File: src/rtl/q_env_step_pkg.sv
// Shared widths, grid defaults, action encodings, reward constants and FSM
// states for the grid-world environment that feeds the q_learning engine.
package q_env_step_pkg;

  localparam int STATES_WIDTH  = 4;
  localparam int ACTIONS_WIDTH = 2;
  localparam int DATA_WIDTH    = 32;

  localparam int DEF_GRID_W = 4;
  localparam int DEF_GRID_H = 4;

  localparam logic [15:0] DEF_LFSR_SEED = 16'hACE1;

  localparam logic [ACTIONS_WIDTH-1:0] ACT_UP    = 2'd0;
  localparam logic [ACTIONS_WIDTH-1:0] ACT_DOWN  = 2'd1;
  localparam logic [ACTIONS_WIDTH-1:0] ACT_LEFT  = 2'd2;
  localparam logic [ACTIONS_WIDTH-1:0] ACT_RIGHT = 2'd3;

  // IEEE-754 single precision: +100.0, -10.0, -1.0
  localparam logic [DATA_WIDTH-1:0] DEF_REWARD_GOAL = 32'h42C80000;
  localparam logic [DATA_WIDTH-1:0] DEF_REWARD_WALL = 32'hC1200000;
  localparam logic [DATA_WIDTH-1:0] DEF_REWARD_STEP = 32'hBF800000;

  typedef enum logic [2:0] {
    ST_IDLE,
    ST_SELECT,
    ST_ISSUE,
    ST_WAIT,
    ST_ADVANCE,
    ST_DONE
  } env_state_t;

endpackage

File: src/rtl/q_env_lfsr.sv
// 16-bit Fibonacci LFSR (taps 16,14,13,11) that only steps when enabled.
// Only the low ten bits leave the block: [7:0] is the exploration draw and
// [9:8] the random action.
module q_env_lfsr
  import q_env_step_pkg::*;
#(
  parameter logic [15:0] SEED = DEF_LFSR_SEED
) (
  input  logic       clk,
  input  logic       rst,
  input  logic       en,
  output logic [9:0] rnd
);

  logic [15:0] lfsr;
  logic        feedback;

  assign feedback = lfsr[15] ^ lfsr[13] ^ lfsr[12] ^ lfsr[10];
  assign rnd      = lfsr[9:0];

  // Shift left, inserting the feedback bit, once per enabled cycle.
  always_ff @(posedge clk or posedge rst) begin
    if (rst) lfsr <= SEED;
    else if (en) lfsr <= {lfsr[14:0], feedback};
  end

endmodule

File: src/rtl/q_env_step.sv
// Grid-world environment with an epsilon-greedy policy. Each step picks an
// action, computes the move and reward, hands the tuple to q_learning with a
// one-cycle valid pulse, then waits for the engine's greedy action.
module q_env_step
  import q_env_step_pkg::*;
#(
  parameter int                    GRID_W       = DEF_GRID_W,
  parameter int                    GRID_H       = DEF_GRID_H,
  parameter int                    START_STATE  = 0,
  parameter int                    GOAL_STATE   = 15,
  parameter int                    MAX_STEPS    = 64,
  parameter int                    NUM_EPISODES = 16,
  parameter logic [7:0]            EPSILON      = 8'd26,
  parameter logic [15:0]           LFSR_SEED    = DEF_LFSR_SEED,
  parameter logic [DATA_WIDTH-1:0] REWARD_GOAL  = DEF_REWARD_GOAL,
  parameter logic [DATA_WIDTH-1:0] REWARD_WALL  = DEF_REWARD_WALL,
  parameter logic [DATA_WIDTH-1:0] REWARD_STEP  = DEF_REWARD_STEP
) (
  input  logic                     clk,
  input  logic                     rst,
  input  logic                     i_start,
  input  logic                     i_stop,
  output logic                     o_valid,
  output logic [STATES_WIDTH-1:0]  o_st,
  output logic [STATES_WIDTH-1:0]  o_next_st,
  output logic [ACTIONS_WIDTH-1:0] o_at,
  output logic [DATA_WIDTH-1:0]    o_rt,
  input  logic                     i_valid,
  input  logic [ACTIONS_WIDTH-1:0] i_at_max,
  output logic                     o_busy,
  output logic [15:0]              o_episode,
  output logic                     o_finished
);

  localparam int COL_W = $clog2(GRID_W);
  localparam logic [STATES_WIDTH-1:0] START_ST = STATES_WIDTH'(START_STATE);
  localparam logic [STATES_WIDTH-1:0] GOAL_ST  = STATES_WIDTH'(GOAL_STATE);
  localparam logic [STATES_WIDTH-1:0] COL_MASK = STATES_WIDTH'(GRID_W - 1);
  localparam logic [STATES_WIDTH-1:0] LAST_ROW = STATES_WIDTH'(GRID_H - 1);
  localparam logic [STATES_WIDTH-1:0] ROW_STEP = STATES_WIDTH'(GRID_W);
  localparam logic [15:0] LAST_STEP    = 16'(MAX_STEPS - 1);
  localparam logic [15:0] LAST_EPISODE = 16'(NUM_EPISODES - 1);

  env_state_t state, state_next;

  logic [STATES_WIDTH-1:0]  st;
  logic [ACTIONS_WIDTH-1:0] greedy;
  logic [15:0]              step_cnt;
  logic                     stop_flag;

  logic [9:0]               rnd;
  logic [ACTIONS_WIDTH-1:0] act;
  logic [STATES_WIDTH-1:0]  row, col, move_next;
  logic [DATA_WIDTH-1:0]    move_rt;
  logic                     hit_wall;
  logic                     episode_end;

  q_env_lfsr #(.SEED(LFSR_SEED)) u_lfsr (
    .clk (clk),
    .rst (rst),
    .en  (state == ST_SELECT),
    .rnd (rnd)
  );

  assign o_valid     = (state == ST_ISSUE);
  assign o_finished  = (state == ST_DONE);
  assign o_busy      = (state != ST_IDLE) && (state != ST_DONE);
  assign episode_end = (o_next_st == GOAL_ST) || (step_cnt == LAST_STEP);

  // Epsilon-greedy action choice, then the grid move and its reward.
  always_comb begin
    row       = st >> COL_W;
    col       = st & COL_MASK;
    act       = (rnd[7:0] < EPSILON) ? rnd[9:8] : greedy;
    hit_wall  = 1'b0;
    move_next = st;
    move_rt   = REWARD_STEP;
    case (act)
      ACT_UP:    if (row == '0)       hit_wall = 1'b1; else move_next = st - ROW_STEP;
      ACT_DOWN:  if (row == LAST_ROW) hit_wall = 1'b1; else move_next = st + ROW_STEP;
      ACT_LEFT:  if (col == '0)       hit_wall = 1'b1; else move_next = st - 1'b1;
      ACT_RIGHT: if (col == COL_MASK) hit_wall = 1'b1; else move_next = st + 1'b1;
      default:   hit_wall = 1'b0;
    endcase
    if (hit_wall) begin
      move_next = st;
      move_rt   = REWARD_WALL;
    end else if (move_next == GOAL_ST) begin
      move_rt = REWARD_GOAL;
    end
  end

  // State register.
  always_ff @(posedge clk or posedge rst) begin
    if (rst) state <= ST_IDLE;
    else     state <= state_next;
  end

  // Next-state decode: one step is SELECT, ISSUE, WAIT..., ADVANCE.
  always_comb begin
    state_next = state;
    case (state)
      ST_IDLE:    if (i_start) state_next = ST_SELECT;
      ST_SELECT:  state_next = ST_ISSUE;
      ST_ISSUE:   state_next = ST_WAIT;
      ST_WAIT:    if (i_valid) state_next = ST_ADVANCE;
      ST_ADVANCE: begin
        if (episode_end && (o_episode == LAST_EPISODE)) state_next = ST_DONE;
        else if (stop_flag)                             state_next = ST_IDLE;
        else                                            state_next = ST_SELECT;
      end
      ST_DONE:    if (i_start) state_next = ST_SELECT;
      default:    state_next = ST_IDLE;
    endcase
  end

  // Tuple registers, greedy capture, step/episode bookkeeping and stop latch.
  always_ff @(posedge clk or posedge rst) begin
    if (rst) begin
      st        <= START_ST;
      greedy    <= '0;
      step_cnt  <= '0;
      stop_flag <= 1'b0;
      o_episode <= '0;
      o_st      <= '0;
      o_next_st <= '0;
      o_at      <= '0;
      o_rt      <= '0;
    end else begin
      if ((state != ST_IDLE) && i_stop) stop_flag <= 1'b1;
      case (state)
        ST_IDLE: if (i_start) o_episode <= '0;
        ST_SELECT: begin
          o_st      <= st;
          o_at      <= act;
          o_next_st <= move_next;
          o_rt      <= move_rt;
        end
        ST_WAIT: if (i_valid) greedy <= i_at_max;
        ST_ADVANCE: begin
          if (episode_end) begin
            st        <= START_ST;
            step_cnt  <= '0;
            greedy    <= '0;
            o_episode <= o_episode + 16'd1;
          end else begin
            st       <= o_next_st;
            step_cnt <= step_cnt + 16'd1;
          end
          if (state_next == ST_IDLE) stop_flag <= 1'b0;
        end
        ST_DONE: if (i_start) begin
          o_episode <= '0;
          step_cnt  <= '0;
          stop_flag <= 1'b0;
        end
        default: ;
      endcase
    end
  end

endmodule

File: config.mk
export PLATFORM = sky130hd
export DESIGN_NAME = q_env_step
export DESIGN_NICKNAME = d
export VERILOG_FILES = /design/src/rtl/q_env_step_pkg.sv /design/src/rtl/q_env_lfsr.sv /design/src/rtl/q_env_step.sv
export SDC_FILE = /design/constraint.sdc
export NUM_CORES = 1
export LEC_CHECK = 0
export BUFFER_PORTS_ARGS = -buffer_cell sky130_fd_sc_hd__buf_4
export CAP_MARGIN = 20
export CORE_AREA = 2 2 123 125
export CTS_CLUSTER_DIAMETER = 30
export CTS_CLUSTER_SIZE = 40
export DETAILED_ROUTE_END_ITERATION = 7
export DIE_AREA = 0 0 125 127
export SLEW_MARGIN = 0
export SYNTH_ARGS = -nofsm -noshare
export SYNTH_HDL_FRONTEND = slang
export SYNTH_SLANG_ARGS = --single-unit
File: constraint.sdc
create_clock -name clk -period 2.21 [get_ports clk]
set_input_delay 0.3315 -clock clk [delete_from_list [all_inputs] [get_ports clk]]
set_output_delay 0.3315 -clock clk [all_outputs]
set_load 0.05 [all_outputs]
Word-level counts from Yosys, hierarchy flattened
Cells that the tools add are included.
- flip-flop bits (word level): 100
- bits in latches: 0
- RAM bits: 0
- bits in read-only memories: 0
- output and inout bits: 61
- logic and storage cells: 89
- memories kept: 0
- add/subtract/negate cells: 6
- multiply operators: 0
- div/mod/pow operators: 0
- magnitude comparators: 1
- equal/unequal tests: 19
- shift-type cells: 0
- mux-type cells: 32
- bitwise operators: 3
- reduce and logical (&&, ||, !) cells: 17
- operators with widths (kind ; number):
    $mux W32 ; 2
    $pmux W16 S2 ; 2
    $mux W16 ; 3
    $add A16 B1 Y16 const B ; 2
    $mux W4 ; 6
    $eq A16 B4 Y1 const B ; 1
    $eq A16 B6 Y1 const B ; 1
    $pmux W4 S4 ; 1
    $pmux W3 S5 ; 1
    $mux W3 ; 3
    $eq A2 B2 Y1 const B ; 4
    $eq A4 B4 Y1 const B ; 2
    $logic_not A4 Y1 ; 2
    $lt A8 B5 Y1 const B ; 1
    $mux W1 ; 8
    $eq A3 B2 Y1 const B ; 2
    $eq A3 B3 Y1 const B ; 2
    $logic_not A3 Y1 ; 2
    $mux W2 ; 3
    $ne A2 B2 Y1 const B ; 3
    $reduce_and A3 Y1 ; 2
    $reduce_bool A2 Y1 ; 3
    $add A4 B1 Y4 const B ; 1
    $add A4 B3 Y4 const B ; 1
    other kinds (16) ; 20

Logic depth before layout (Yosys ltp)
Gate-level depths: netlist of the first run.
- depth in word-level cells: 8
- mapped depth: 8
- mapped depth without buffers: 6

By module
From an unflattened synthesis of the first run, not the netlist that was laid out.
- cell total of the unflattened synthesis: 427
- area total of the unflattened synthesis: 4038.9 sq um
- modules (own cells, without submodules) (module ; instances ; cells each ; area an instance (sq um) ; sequential area each (sq um)):
    q_env_step ; 1 ; 378 ; 3284.4 ; 1451.4
    q_env_lfsr ; 1 ; 49 ; 754.5 ; 410.4

Worst setup path after synthesis of the first run
Ideal clock, no wire load.
- path kind: register -> register
- from: register o_episode[0]
- to: register o_episode[12]
- arrival: 1848 ps
- data required time: 2065 ps
- setup slack: 218 ps
- cell stages (with the launch flop): 7
- path buffers: 0
- period minus slack after synthesis: 1992 ps
- cell sequence: dfrtp_1 ha_1 nand2_1 nor4_1 a31oi_1 o21ai_0 o31ai_1
- word-level cells in the longest chain between the ends: 3
- RTL lines (element ; line ; RTL):
    start, declared ; q_env_step.sv:31 ; output logic [15:0] o_episode,
    start signal, assigned ; q_env_step.sv:145 ; o_episode <= o_episode + 16'd1;
    $add A16 B1 Y16 ; q_env_step.sv:145 ;
    $mux W16 ; q_env_step.sv:141 ; if (episode_end) begin
    $pmux W16 S2 ; q_env_step.sv:131 ; case (state)
No other way between the ends. The select of a mux whose other input is x is not followed.
A chain may end at the register's enable or synchronous reset.

Final worst setup path of the first run
- from: register step_cnt[0]
- to: register o_episode[3]
- word-level cells in the longest chain between the ends: 4
- RTL lines (element ; line ; RTL):
    start, declared ; q_env_step.sv:48 ; logic [15:0] step_cnt;
    start signal, assigned ; q_env_step.sv:148 ; step_cnt <= step_cnt + 16'd1;
    $eq A16 B6 Y1 ; q_env_step.sv:68 ; assign episode_end = (o_next_st == GOAL_ST) || (step_cnt == LAST_STEP);
    $logic_or A1 B1 Y1 ; q_env_step.sv:68 ;
    $ne A2 B2 Y1 (no source line) ; -- ;
    $reduce_and A3 Y1 (no source line) ; -- ;
No other way between the ends.

==> results of run 1 <==
-- layout by cell type (no fill, tap or decap), types with 4 or more instances in the layout --
cell type and n:
inv_1 7, a31oi_1 4, o31ai_1 6, o21ai_0 26, nand2_1 102, nand4_1 7
clkbuf_16 9, xor2_1 8, nand3_1 20, a21oi_1 21, buf_4 59, nor2_2 4
xnor2_1 9, dfstp_2 8, nor2_1 33, and3_1 6, conb_1 20, nor3_1 6
nor4_1 5, o211ai_1 6, dfrtp_1 65, or3_1 5
-- cells by family after synthesis --
kind of cell             Yosys count  synth area share [%]
flip-flops                        74                  46.4
XOR/XNOR                          17                  3.71
buffers and inverters             50                  7.82
multiplexers                       1                 0.249
AND/OR/NAND/NOR                  214                  25.5
AO/OA/AOI/OAI                     95                  15.7
other                              1                0.0934
adder cells (fa/ha/maj)            2                 0.623
-- cell type report --
class | instances | share of cell area, %
sequential | 74 | 38.5
clock inverter | 7 | 1.58
timing repair buffer | 62 | 10.4
clock buffer | 9 | 4.65
multi-input combinational | 349 | 39.6
inverter | 8 | 0.620
tap | 184 | 4.75
-- registers in the layout (all words and copies together), names as in the netlist --
signal / cells
u_lfsr.lfsr: 16
o_rt: 6
o_next_st: 4
stop_flag: 1
step_cnt: 16
o_at: 2
greedy: 2
st: 4
o_episode: 16
state: 3
o_st: 4
-- per-stage QoR --
stage,instance area (um2),utilization (%),std cells,total power (W)
finish,4840,33.6,693,0.00629
global route,4840,33.6,693,0.00668
CTS,4840,33.5,693,0.00633
detailed placement,4540,31.5,677,0.00481
global placement,4540,31.5,677,0.00474
floorplan,4090,-,473,0.00407
-- how the worst min path moves through the flow --
stage                     depth (start not counted)              end            start
after detailed placement                          3          o_st[3]              rst
final                                             3          o_st[3]              rst
after CTS                                         3          o_st[3]              rst
after global routing                              3          o_st[3]              rst
after floorplan                                   2  u_lfsr.lfsr[11]  u_lfsr.lfsr[11]
after global placement                            3          o_st[3]              rst
-- worst reg2reg max path: cells and delay by family (launching register included) --
kind,cells,cell delay [ps]
and+or+nand+nor,4,1190
AOI/OAI and AO/OA,1,130
DFF,1,430
adders and majority gates,1,250
-- synth_stat cells (3+ instances only) --
library cell | instances | area share (%)
o21ai_0 | 26 | 3.2
nand2b_1 | 3 | 0.47
and2_1 | 3 | 0.47
inv_1 | 8 | 0.75
o311ai_1 | 3 | 0.65
nor4_1 | 5 | 0.78
nand4_1 | 7 | 1.1
buf_4 | 28 | 5.2
a211oi_1 | 3 | 0.56
o221ai_1 | 3 | 0.65
a31oi_1 | 4 | 0.62
buf_2 | 5 | 0.62
nor2_2 | 4 | 0.62
a21oi_1 | 21 | 2.6
nand2_1 | 102 | 9.5
or3_1 | 5 | 0.78
nand3_1 | 20 | 2.5
nor2b_1 | 3 | 0.47
dfrtp_1 | 66 | 41
clkbuf_1 | 7 | 0.65
and3_1 | 6 | 0.93
nor2_1 | 33 | 3.1
xor2_1 | 8 | 1.7
xnor2_1 | 9 | 2.0
nor3_1 | 6 | 0.75
o31ai_1 | 6 | 1.1
dfstp_2 | 8 | 5.2
o211ai_1 | 6 | 1.1
o22ai_1 | 3 | 0.47
-- report_power, final --
part / switching [W] / total (W) / internal, W / leakage (nW)
clock network: 0.000607 / 0.00149 / 0.000882 / 0.142
logic: 0.00175 / 0.00262 / 0.000867 / 1.08
registers: 0.000443 / 0.00218 / 0.00174 / 0.960
-- metal layers --
| layer | track usage [%] | up-vias | wire [um] |
|---|---|---|---|
| met4 | 3.99 | 0 | 116 |
| met5 | 0 | - | 0 |
| li1 | - | 1647 | - |
| met3 | 3.02 | 12 | 494 |
| met1 | 17.4 | 1655 | 4690 |
| met2 | 20.9 | 102 | 4730 |
==> results.cfg, run 1 <==
[outcome]
status = finished clean

[layout]
multi_input_comb_area_um2 = 1920
area_growth_pct = 20.6
antennaDiodeCount = 0
final_nets = 513
register_area_um2 = 1860
fillers = 1477
drive_gt1_share_pct = 20.8

[grt]
grt_max_degree = 49
grt_overflow = 0
grt_first_pass_wirelength_um = 16900
grt_pass1_vias = 3379
antenna_found_initial = 0
grt_usage_pct = 13.0

[yosys]
ys.warnings.count = 0
syn_area_um2 = 4020
synth_top_flop_cell = dfrtp_1
synth.ff_latch_count = 74
syn_avg_cell_area_um2 = 8.85
synthArstFlopShare_pct = 100
ys_seq_area_share_pct = 46.4
yosys.cell_types.count = 61
synth-edff-count = 0
synth_cells = 454

[route]
via_per_inst = 4.93
first_pass_iters = 4
initialDrtViolationCount = 227
routedWlPerCell_um = 14.5
drc_errors = 0
vias = 3416
ant_nets = 0
wirelength_um = 10000

[critical_path]
r2r_cells = 6
cp.required_ps = 2480
cp.depth = 6
end_kind = flip-flop
startpoint_type = flip-flop
max_stage_delay_ps = 510
worst-setup-path-type = reg -> reg
startpoint = step_cnt[0]
reg2reg_to = o_episode[3]
arrival_ps = 2330
endpoint = o_episode[3]
crit_fanout = 11
reg2reg_slack_ps = 160
path_buf_inv = 0
slowest_stage = or4_1
r2r_start = step_cnt[0]
cp_top_family = simple AND/OR/NAND/NOR gates
worstPathCellList = ha_1, nor4b_1, and4b_2, o21ai_4, or4_1, nand2_1

[die]
die_h_um = 127
die_w_um = 125
rows = 44
core_area_um2 = 14400
start_util_pct = 27.8
dieArea_um2 = 15900
boundaryPins = 68

[sta]
setup_ws_ps = 156
hold_viol_final = 0
rsz0062_at_grt = false
holdWs_ps = 35.8
worstMarginPinSlew_ps = 504
max-slew-margin-rel_pct = 66.3
clock_skew_ps = 5.49
fin_tns_setup_ps = 0
fin_crit_ps = 2050
slew_viol_final = 0
setup_viol = 0
final.period_utilization_pct = 92.9
max_freq_ghz = 0.487

[place]
gp_congestion = 0.862
io_buffers = 47
dp_hpwl_um = 7150
dp_slack_ps = 62.6

[flow_run]
cap_viol_max_count = 0

[clock_tree]
cts.sink_count = 74
clock_latency_ps = 330
cts_resized = 0
ctsHoldBuffers = 0
post_cts_buffers = 0
clk_pin_slew_worst_paths_ps = 60
cts_buffer_depth = 2
h-tree-depth = 3
cts_tree = yes
cts-root-buf = clkbuf_16
cts_buffers = 9

[min_path]
hp-class = in -> async

[power]
powerDensity_nw_per_um2 = 1300
ir_drop_mv = 0.925
leakage_nw = 2.18
Note: power is estimated with default switching activity, not from simulation.
==> run 2: changes to the inputs <==
==> constraint.sdc (replaced) <==
create_clock -name clk -period 2.21 [get_ports clk]
set_input_delay 0.442 -clock clk [delete_from_list [all_inputs] [get_ports clk]]
set_output_delay 0.442 -clock clk [all_outputs]
set_load 0.05 [all_outputs]
==> run 2 against run 1 <==
Net effect:
- clock skew is essentially flat
- final cell count grew 0.14%
- clock power grew 5%
==> results.cfg, run 2 (same netlist as run 1, synthesis figures left out) <==
[route]
routedWlPerCell_um = 14.1
via_per_inst = 4.97
first_pass_iters = 5
initialDrtViolationCount = 226
ant_nets = 0
wl_met2_um = 4400
wl_met1_um = 4510
wl_met3_um = 674
wirelength_um = 9760
vias = 3451
drc_errors = 0
top_layer = met4

[clock_tree]
clock_latency_ps = 340
cts-root-buf = clkbuf_16
cts_buffer_depth = 2
cts_buffers = 9
h-tree-depth = 3
cts.sink_count = 74
clk_pin_slew_worst_paths_ps = 60
cts_tree = yes

[sta]
worstMarginPinSlew_ps = 645
rsz0062_at_grt = false
final.period_utilization_pct = 92.9
max-slew-margin-rel_pct = 56.9
clock_skew_ps = 5.26
fin_crit_ps = 2050
max_freq_ghz = 0.487
slew_viol_final = 0
fin_tns_setup_ps = 0
setup_viol = 0
hold_viol_final = 0

[die]
dieArea_um2 = 15900
boundaryPins = 68
die_h_um = 127
start_util_pct = 27.8
rows = 44
die_w_um = 125
core_area_um2 = 14400

[critical_path]
r2r_cells = 6
startpoint_type = flip-flop
cp.required_ps = 1770
crit_fanout = 11
end_kind = output port
arrival_ps = 1610
reg2reg_to = o_episode[3]
r2r_start = step_cnt[0]
worst-setup-path-type = reg -> out
reg2reg_slack_ps = 210

[min_path]
hp-class = in -> async

[grt]
grt_first_pass_wirelength_um = 16700
grt_pass1_vias = 3331
grt_overflow = 0
grt_max_degree = 75
grt_usage_pct = 12.9
antenna_found_initial = 0

[layout]
drive_gt1_share_pct = 21.4
area_growth_pct = 21.3
final_nets = 514
reg_top3 = o_episode (16), step_cnt (16), u_lfsr.lfsr (16)
final_cell_mix = 102 x nand2_1, 64 x dfrtp_1, 61 x buf_4
final_common_cell = nand2_1
antennaDiodeCount = 0
final_util_pct = 33.8

[power]
ir_drop_mv = 0.646
powerDensity_nw_per_um2 = 1300
leakage_nw = 2.19

[flow_run]
cap_viol_max_count = 0

[outcome]
status = finished clean

[place]
gp_congestion = 0.872
io_buffers = 47
dp_hpwl_um = 6850
-- run 2: cell type report --
cell class                      instances  area (um2)
Fill cell                            1507        9550
Multi-Input combinational cell        349        1930
Sequential cell                        74        1860
Timing Repair Buffer                   63         498
Tap cell                              184         230
Clock buffer                           10         229
Clock inverter                          6        91.3
Inverter                                8        33.8
-- run 2: critical path, stage by stage (launching register included) --
cell     delay [ps]
dfrtp_2         490
or2_2           340
a21oi_2         170
inv_1            90
buf_4           190
-- run 2: how the worst max path moves through the flow --
stage	startpoint	to	slack, ps	cells after the start
after global placement	step_cnt[0]	stop_flag	240	6
final	state[0]	o_busy	160	4
after floorplan	o_episode[0]	o_episode[12]	220	6
after detailed placement	step_cnt[0]	o_episode[13]	110	6
after global routing	step_cnt[0]	o_episode[3]	50	6
after CTS	state[0]	o_busy	50	4
-- run 2: what timing repair did --
item / CTS / global route
setup endpoints to repair: 0 / 27
hold buffers: 0 / 0
resized for setup: 0 / 6
buffers inserted: 0 / 3
-- run 2: metal layers --
layer	track usage [%]	up-vias
met5	0	-
met4	4.44	0
met3	3.60	12
met2	19.8	118
met1	17.5	1666
li1	-	1655
-- run 2: per-stage QoR --
| stage | area [um2] | total power, W | hold slack [ps] | std cells | setup slack, ps |
|---|---|---|---|---|---|
| 2_1_floorplan | 4090 | 0.00407 | 439 | 473 | 218 |
| 3_3_place_gp | 4510 | 0.00472 | 448 | 675 | 238 |
| 3_5_place_dp | 4510 | 0.00478 | 456 | 675 | 114 |
| 4_1_cts | 4830 | 0.00638 | 231 | 691 | 45.8 |
| 5_1_grt | 4870 | 0.00676 | 245 | 694 | 52.3 |
| 6_report | 4870 | 0.00635 | 204 | 694 | 156 |
-- run 2: where the power goes --
group          leakage, nW  internal (W)  switching, W
combinational         1.08      0.000860       0.00172
clock                0.157      0.000992      0.000582
sequential           0.958       0.00174      0.000458
